**src/rtl/sseg_scan_driver.sv**
```systemverilog
// Time-multiplexed 7-segment scan driver with frame-synchronous double-buffered value.
// Optional leading-zero blanking is enabled by defining SSEG_LZ_BLANK_EN.
module sseg_scan_driver #(
    parameter int N_DIGITS    = 8,
    parameter int REFRESH_DIV = 100000,
    parameter int GAP_CYCLES  = 1000
) (
    input  logic                    clk,
    input  logic                    rst_n,
    input  logic [4*N_DIGITS-1:0]   value,
    input  logic                    load,
    input  logic [N_DIGITS-1:0]     digit_en,
    output logic [6:0]              segments,
    output logic [N_DIGITS-1:0]     anodes,
    output logic                    frame_start,
    output logic [4*N_DIGITS-1:0]   shown_value
);

    localparam int CW = $clog2(REFRESH_DIV);
    localparam int IW = (N_DIGITS > 1) ? $clog2(N_DIGITS) : 1;
    localparam logic [CW-1:0] CNT_LAST  = CW'(REFRESH_DIV - 1);
    localparam logic [CW-1:0] DRIVE_END = CW'(REFRESH_DIV - GAP_CYCLES);
    localparam logic [CW-1:0] BOOT_LAST = CW'(GAP_CYCLES - 1);
    localparam logic [IW-1:0] IDX_LAST  = IW'(N_DIGITS - 1);

    typedef enum logic {
        ST_GAP,
        ST_DRIVE
    } state_t;

    state_t                   state_reg, state_next;
    logic [CW-1:0]            cnt_reg, cnt_next;
    logic [IW-1:0]            idx_reg, idx_next;
    logic                     boot_reg, boot_next;
    logic [4*N_DIGITS-1:0]    pending_reg, pending_next;
    logic                     pending_valid_reg, pending_valid_next;
    logic [4*N_DIGITS-1:0]    shown_reg, shown_next;
    logic [6:0]               segments_reg, segments_next;
    logic [N_DIGITS-1:0]      anodes_reg, anodes_next;
    logic                     frame_start_reg, frame_start_next;
    logic                     slot_start;
    logic                     frame_edge;
    logic                     blank;
    logic [3:0]               nib_next [N_DIGITS];

    function automatic logic [6:0] enc(input logic [3:0] nib);
        logic [6:0] seg;
        case (nib)
            4'h0: seg = 7'b0000001;
            4'h1: seg = 7'b1001111;
            4'h2: seg = 7'b0010010;
            4'h3: seg = 7'b0000110;
            4'h4: seg = 7'b1001100;
            4'h5: seg = 7'b0100100;
            4'h6: seg = 7'b0100000;
            4'h7: seg = 7'b0001111;
            4'h8: seg = 7'b0000000;
            4'h9: seg = 7'b0000100;
            4'hA: seg = 7'b0001000;
            4'hB: seg = 7'b1100000;
            4'hC: seg = 7'b0110001;
            4'hD: seg = 7'b1000010;
            4'hE: seg = 7'b0110000;
            default: seg = 7'b0111000;
        endcase
        return seg;
    endfunction

    generate
        for (genvar gi = 0; gi < N_DIGITS; gi++) begin : g_nib
            assign nib_next[gi] = shown_next[4*gi +: 4];
        end
    endgenerate

    // Slot timing: after reset a shortened boot slot of pure gap precedes digit 0.
    always_comb begin
        cnt_next   = cnt_reg + CW'(1);
        boot_next  = boot_reg;
        idx_next   = idx_reg;
        slot_start = 1'b0;
        if (boot_reg) begin
            if (cnt_reg == BOOT_LAST) begin
                cnt_next   = '0;
                boot_next  = 1'b0;
                slot_start = 1'b1;
            end
        end else if (cnt_reg == CNT_LAST) begin
            cnt_next   = '0;
            slot_start = 1'b1;
        end
        if (slot_start) begin
            idx_next = (idx_reg == IDX_LAST) ? '0 : idx_reg + IW'(1);
        end
        state_next = (!boot_next && cnt_next < DRIVE_END) ? ST_DRIVE : ST_GAP;
        frame_edge = slot_start && (idx_next == '0);
    end

    always_comb begin
        pending_next       = pending_reg;
        pending_valid_next = pending_valid_reg;
        shown_next         = shown_reg;
        if (frame_edge) begin
            if (load) begin
                shown_next = value;
            end else if (pending_valid_reg) begin
                shown_next = pending_reg;
            end
            pending_valid_next = 1'b0;
        end else if (load) begin
            pending_next       = value;
            pending_valid_next = 1'b1;
        end
    end

`ifdef SSEG_LZ_BLANK_EN
    logic [N_DIGITS-1:0] nz_next;
    generate
        for (genvar gi = 0; gi < N_DIGITS; gi++) begin : g_nz
            assign nz_next[gi] = |nib_next[gi];
        end
    endgenerate

    // Blank when no nonzero nibble sits at or above this digit; digit 0 always shows.
    always_comb begin
        logic higher_nz;
        higher_nz = 1'b0;
        for (int i = 0; i < N_DIGITS; i++) begin
            if (i >= int'(idx_next)) begin
                higher_nz = higher_nz | nz_next[i];
            end
        end
        blank = (idx_next != '0) && !higher_nz;
    end
`else
    assign blank = 1'b0;
`endif

    // Slot contents are fixed at slot start and held for the rest of DRIVE.
    always_comb begin
        anodes_next      = '1;
        segments_next    = 7'h7F;
        frame_start_next = frame_edge;
        if (state_next == ST_DRIVE) begin
            if (slot_start) begin
                if (!blank) begin
                    segments_next = enc(nib_next[idx_next]);
                    if (digit_en[idx_next]) begin
                        anodes_next[idx_next] = 1'b0;
                    end
                end
            end else if (state_reg == ST_DRIVE) begin
                anodes_next   = anodes_reg;
                segments_next = segments_reg;
            end
        end
    end

    always_ff @(posedge clk or negedge rst_n) begin
        if (!rst_n) begin
            state_reg         <= ST_GAP;
            cnt_reg           <= '0;
            idx_reg           <= IDX_LAST;
            boot_reg          <= 1'b1;
            pending_reg       <= '0;
            pending_valid_reg <= 1'b0;
            shown_reg         <= '0;
            segments_reg      <= 7'h7F;
            anodes_reg        <= '1;
            frame_start_reg   <= 1'b0;
        end else begin
            state_reg         <= state_next;
            cnt_reg           <= cnt_next;
            idx_reg           <= idx_next;
            boot_reg          <= boot_next;
            pending_reg       <= pending_next;
            pending_valid_reg <= pending_valid_next;
            shown_reg         <= shown_next;
            segments_reg      <= segments_next;
            anodes_reg        <= anodes_next;
            frame_start_reg   <= frame_start_next;
        end
    end

    assign segments    = segments_reg;
    assign anodes      = anodes_reg;
    assign frame_start = frame_start_reg;
    assign shown_value = shown_reg;

endmodule

```
**config.mk**
```make
export PLATFORM = sky130hd
export DESIGN_NAME = sseg_scan_driver
export DESIGN_NICKNAME = d
export VERILOG_FILES = /design/src/rtl/sseg_scan_driver.sv
export SDC_FILE = /design/constraint.sdc
export NUM_CORES = 1
export LEC_CHECK = 0
export CORE_MARGIN = 2
export CORE_UTILIZATION = 51
export CTS_BUF_LIST = sky130_fd_sc_hd__clkbuf_8
export DETAILED_ROUTE_END_ITERATION = 6
export GPL_TIMING_DRIVEN = 0
export PLACE_DENSITY = 0.86
export SLEW_MARGIN = 30
export SYNTH_ARGS = -nofsm -noshare
export SYNTH_HDL_FRONTEND = slang
export SYNTH_SLANG_ARGS = --single-unit
```
**constraint.sdc**
```tcl
create_clock -name clk -period 3.93 [get_ports clk]
set_clock_uncertainty 0.1 [all_clocks]
set_input_delay 1.179 -clock clk [delete_from_list [all_inputs] [get_ports clk]]
set_output_delay 1.179 -clock clk [all_outputs]
set_load 0.02 [all_outputs]
```
**Yosys cells after proc, flatten, opt, wreduce, memory -nomap -nowiden**

Memories as Yosys holds them, arrays and structs flattened.
Cells that the tools add are included.

- Add/subtract/negate cells: 2
- Multipliers: 0
- Div/mod/pow operators: 0
- Magnitude comparators: 4
- Eq/ne operators: 4
- Shifts and indexed selects: 0
- Mux-type cells: 30
- Bitwise gates (word level): 3
- Reduce and logical (&&, ||, !) cells: 7

Operators with widths:

| kind | count |
|---|---|
| $mux W32 | 3 |
| $mux W17 | 3 |
| $mux W8 | 4 |
| $mux W7 | 3 |
| $add A17 B1 Y17 const B | 1 |
| $eq A17 B10 Y1 const B | 1 |
| $eq A17 B17 Y1 const B | 1 |
| $lt A17 B17 Y1 const B | 1 |
| $bmux W4 S3 | 1 |
| $mux W1 | 10 |
| $mux W4 | 2 |
| $not A8 Y8 | 1 |
| $mux W3 | 2 |
| $ge A4 B4 Y1 const B | 1 |
| $lt A3 B4 Y1 const B | 1 |
| $not A3 Y4 | 1 |
| $add A3 B1 Y3 const B | 1 |
| $bmux W1 S3 | 1 |
| $demux W1 S3 | 1 |
| $eq A3 B3 Y1 const B | 1 |
| $ge A3 B1 Y1 const B | 1 |
| $logic_and A1 B1 Y1 | 3 |
| $logic_not A3 Y1 | 1 |
| $ne A3 B2 Y1 const B | 1 |
| 4 further kinds | 4 |

- Register bits after elaboration: 103
- Bits in latches: 0
- RAM bits: 0
- Bits in read-only memories: 112
- Output and inout port bits: 48
- Memories kept: 1

Memories:

| name | depth | bits a word | read ports | clocked after memory_dff | write ports | RTL line | source |
|---|---|---|---|---|---|---|---|
| (name not given) | 16 | 7 | 1 | 0 | 0 | 48 | `case (nib)` |

**Longest topological paths before layout**

An unclocked memory read counts as a cell.

- Word-level depth: 13
- Gate-level depth with buffers: 17

**Worst setup path before layout**

Ideal clock, no wire load.

- Path kind: register to register
- Start: reg idx_reg[1]
- End: reg segments_reg[3], in the netlist segments[3]
- Arrival time: 3.720 ns
- Data required time: 3.736 ns
- Setup slack: 0.015 ns
- Stages on the path, launching flop included: 17
- Buffers on the path: 1
- Period minus slack after synthesis: 3.915 ns
- Path through: dfstp_2 > ha_1 > ha_1 > nor3b_1 > nand2_1 > o22ai_1 > buf_4 > a21boi_0 > a221o_1 > a21oi_1 > o2bb2ai_1 > nand3_1 > inv_1 > ha_1 > a21oi_1 > a2111oi_0 > a311oi_1

- Cells in the longest elaborated chain, start to end: 12
- Elaborated cells on any way between the ends: 14
- Classes of those cells: 1 x add/sub; 1 x eq/ne; 8 x mux; 1 x bitwise; 2 x reduce/logical; 1 x memory

Ends and longest elaborated chain:

| item | RTL line | source |
|---|---|---|
| from (decl) | 33 | `logic [IW-1:0] idx_reg, idx_next;` |
| from (signal assigned) | 173 | `idx_reg <= idx_next;` |
| $add A3 B1 Y3 / $eq A3 B3 Y1 (equally long branches) | 92 | `idx_next = (idx_reg == IDX_LAST) ? '0 : idx_reg + IW'(1);` |
| $mux W3 | 92 |  |
| $mux W3 * | 91 | `if (slot_start) begin` |
| $logic_not A3 Y1 * | 95 | `frame_edge = slot_start && (idx_next == '0);` |
| $logic_and A1 B1 Y1 * | 95 |  |
| $mux W32 * | 102 | `if (frame_edge) begin` |
| via shown_next[17] | 37 | `logic [4*N_DIGITS-1:0] shown_reg, shown_next;` |
| $bmux W4 S3 * | 146 | `segments_next = enc(nib_next[idx_next]);` |
| $mux W4 (not written as such) * (2 in series) | 146 |  |
| $mem_v2 Z16 W7 * | -- |  |
| $mux W7 * | 144 | `if (slot_start) begin` |
| $mux W7 * | 143 | `if (state_next == ST_DRIVE) begin` |
| to (signal assigned) | 178 | `segments_reg <= segments_next;` |
| to (decl) | 38 | `logic [6:0] segments_reg, segments_next;` |

The timed path passes the listed nets; every way through them passes the cells marked *. The select of a mux whose other input is x is not followed.
A chain may end at the register's enable or synchronous reset.

**Worst setup path in the final report**

- Start: reg cnt_reg[11]
- End: reg segments_reg[4], in the netlist segments[4]

- Cells in the longest elaborated chain, start to end: 13
- Elaborated cells on any way between the ends: 27
- Classes of those cells: 1 x add/sub; 1 x order compare; 3 x eq/ne; 16 x mux; 1 x bitwise; 4 x reduce/logical; 1 x memory

Ends and longest elaborated chain:

| item | RTL line | source |
|---|---|---|
| from (decl) | 32 | `logic [CW-1:0] cnt_reg, cnt_next;` |
| from (signal assigned) | 172 | `cnt_reg <= cnt_next;` |
| $eq A17 B17 Y1 / $eq A17 B10 Y1 (equally long branches) | 87, 82 |  |
| $mux W1 (on tied branches) | 87, 82 |  |
| $mux W1 | 81 | `if (boot_reg) begin` |
| $mux W3 | 91 |  |
| $logic_not A3 Y1 | 95 |  |
| $logic_and A1 B1 Y1 | 95 |  |
| $mux W32 | 102 |  |
| $bmux W4 S3 | 146 |  |
| $mux W4 (not written as such) (2 in series) | 146 |  |
| $mem_v2 Z16 W7 | -- |  |
| $mux W7 | 144 |  |
| $mux W7 | 143 |  |

Several ways; a longest one is shown, not always the timed one. The select of a mux whose other input is x is not followed.

==> key figures <==
Finish
  • Most frequent cells in the layout: clkdlybuf4s50_1 (88), dfrtp_1 (82), nor2_1 (63)
  • Ant diodes: 0
  • Share of layout cells above drive strength 1: 27.2%
  • Final Instance Area: 8100 um^2
  • Final core occ: 70.0%
  • Nets: 830
  • Commonest non-fill, non-tap cell in the layout: clkdlybuf4s50_1
  • # fillers: 846
  • Area grow syn2layout: 32.6%

Floorplan
  • Core area: 11600 um^2
  • Ports: 91
  • Die H: 113 um
  • Starting density of the core: 52.8%
  • Rows: 39
  • Die Wd: 113 um
  • Die area: 12900 um^2

Worst setup path
  • Crit Path Category: reg -> reg
  • Worst path bufs/invs: 2
  • CP top delay family: simple AND/OR/NAND/NOR gates
  • Critical path's slowest cell: or4_4
  • Crit path arrival time: 4.09 ns
  • Slowest cell delay on critical path: 0.53 ns
  • WP data required: 4.15 ns
  • Worst setup EP type: flip-flop
  • Critical-path cell list: or2_1, or4_4, buf_6, o22ai_4, mux2i_4, buf_4, mux2i_1, o211ai_2, nor2_1, nor3_1, o32a_1
  • Crit-path max FO: 10
  • Crit start category: flip-flop

Power
  • Clk network pwr share: 33.1%
  • Reg power frac: 57.7%
  • Logic pwr share: 9.2%
  • Pleak: 3.30 nW
  • Power density cells: 239 nW/um^2
  • NetSw: 498 uW
  • Int Pwr: 1.44 mW
  • Worst VDD drop: 224 uV
  • Switching share of total power: 25.7%

Placed design
  • I/O Buffers: 90
  • Placed standard-cell area: 7220 um^2
  • Routability congestion estimate: 0.984
  • Detailed-placement wirelength estimate: 13400 um
  • Dpl ws: -1.38 ns

Clock network
  • CTS tree: done
  • Clock tree root driver cell: clkbuf_8
  • CTS sink cnt: 103
  • Worst skew pair latency: 0.40 ns
  • CTS H-tree depth: 3
  • CTS clk-pin slew, worst paths: 0.09 ns
  • CTS max path bufs: 2
  • Number of CTS-inserted buffers: 9

GRT
  • Busiest grt layer: met2
  • M2 GR Usage: 49.2%
  • Met3 usage: 6.00%
  • Vias in the first global route: 5953
  • Gr ovfl total: 0
  • Met1 usage: 38.9%
  • Pin count of the biggest net entering global routing: 57
  • GRT Overall Usage: 30.3%
  • Initial antenna violation count: 0
  • Global-route wire length before repair: 30300 um

Job
  • Max Cap Violations: 0

Hold path
  • Hold crit path type: reg -> reg

Routing
  • Vias: 5971
  • Vias/cell: 6.45
  • DRC viols: 0
  • WL/cell: 21.2 um
  • First-pass DRT Iterations: 7
  • DR iter-0 viols: 624
  • Detail Route Antenna Nets: 0
  • Final wirelength: 19700 um

Yosys
  • Synth Net Count: 682
  • Syn Area/Cell: 9.69 um^2
  • Post-synth top area share: 34.4%
  • Synthesis-stage register bit count: 103
  • Synth async-reset ratio: 100%
  • Post-Syn Area: 6100 um^2
  • Register area share after synthesis: 42.6%
  • Post-Syn Instances: 630
  • Predominant post-synthesis flop cell: dfrtp_1
  • Post-synth top area cell: dfrtp_1
  • Syn. warnings: 0
  • Number of flops mapped to enable cells by yosys: 0
  • Distinct cell type count after synthesis: 82
  • Main area contributors after synthesis: dfrtp_1 (34%), dfstp_2 (8.2%), mux2_2 (6.8%)

Timing
  • Worst slew margin: 50.7%
  • Min cycle time layout: 3.87 ns
  • Worst slew pin tran: 0.740 ns
  • Final Cycle Share: 98.4%
  • Final Max Tran Viols: 0
  • Final setup violation count: 0
  • Max Fclk: 259 MHz
  • Final TNS setup: 0 ns
  • Final hold vios: 0
  • Worst setup margin: 0.0624 ns

Run status
  • Outcome: completed
==> logic make-up (layout without fill, tap and decap cells) <==
kind of cell | count (synthesis) | count (layout) | synth area share [%]
adder cells (fa/ha/maj) | 9 | 9 | 1.84
AO/OA/AOI/OAI | 173 | 173 | 21.0
AND/OR/NAND/NOR | 222 | 222 | 18.8
multiplexers | 52 | 52 | 9.35
flip-flops | 103 | 103 | 42.6
XOR/XNOR | 16 | 16 | 2.30
buffers and inverters | 55 | 208 | 4.12
==> power by group through the flow <==
stage / Combinational [mW] / Sequential [mW] / Clock, mW
2_1_floorplan: 0.0699 / 1.13 / 0
3_3_place_gp: 0.162 / 1.13 / 0
3_5_place_dp: 0.172 / 1.14 / 0
4_1_cts: 0.176 / 1.12 / 0.653
5_1_grt: 0.194 / 1.12 / 0.693
6_report: 0.179 / 1.12 / 0.641
==> path summary, 6_finish.rpt <==
check	start	endpoint	slack [ns]	cells past startpoint
min reg2reg	anodes[2]	anodes[2]	0.41	2
max reg2reg	cnt_reg[11]	segments[4]	0.06	11
min in group asynchronous	rst_n	cnt_reg[9]	0.60	1
max in group asynchronous	rst_n	frame_start	2.50	2
min	anodes[2]	anodes[2]	0.41	2
max	cnt_reg[11]	segments[4]	0.06	11
==> layer usage <==
layer / routed length (um) / vias to the layer above
li1: - / 2617
met1: 7740 / 2923
met2: 9540 / 355
met3: 1620 / 76
met4: 753 / 0
met5: 0 / -
==> cells in the mapped netlist (12+ instances only) <==
library cell  instances
nand2_1              53
dfstp_2              19
clkbuf_1             19
inv_1                13
nor2_1               64
a21oi_1              44
mux2_2               37
mux2i_1              14
nand2b_1             14
dfrtp_1              84
nor3_1               14
o22ai_1              24
nand3_1              13
buf_2                12
o21ai_0              21
==> worst register-to-register path, delay by kind of cell, from the launching register on <==
| family | cells | cell delay, ns |
|---|---|---|
| buf+inv | 2 | 0.44 |
| flops | 1 | 0.44 |
| simple gates | 4 | 1.25 |
| mux | 2 | 0.83 |
| compound gates | 3 | 0.73 |
==> per-stage QoR <==
stage	std cells	hold slack [ns]	power (mW)
after floorplan	630	0.347	1.20
after detailed placement	864	0.378	1.31
after CTS	900	0.394	1.95
after global placement	863	0.364	1.30
after global routing	926	0.425	2.01
final	926	0.406	1.94
==> repair_timing <==
action                                  in CTS  in global routing
hold buffers                                 0                  0
resized for setup                           44                 41
endpoints found under the setup margin      30                 14
pin swaps                                   11                 17
buffers inserted                            21                 28
==> final cells by class <==
class	instances	area [um^2]	share of cell area (%)
clock inverter	6	46.3	0.572
sequential	103	2600	32.2
timing repair buffer	140	1300	16.1
tap	143	179	2.21
buffer	37	240	2.97
multi-input combinational	472	3530	43.6
clock buffer	10	138	1.70
inverter	15	62.6	0.773
(Power assumes the default switching activity.)
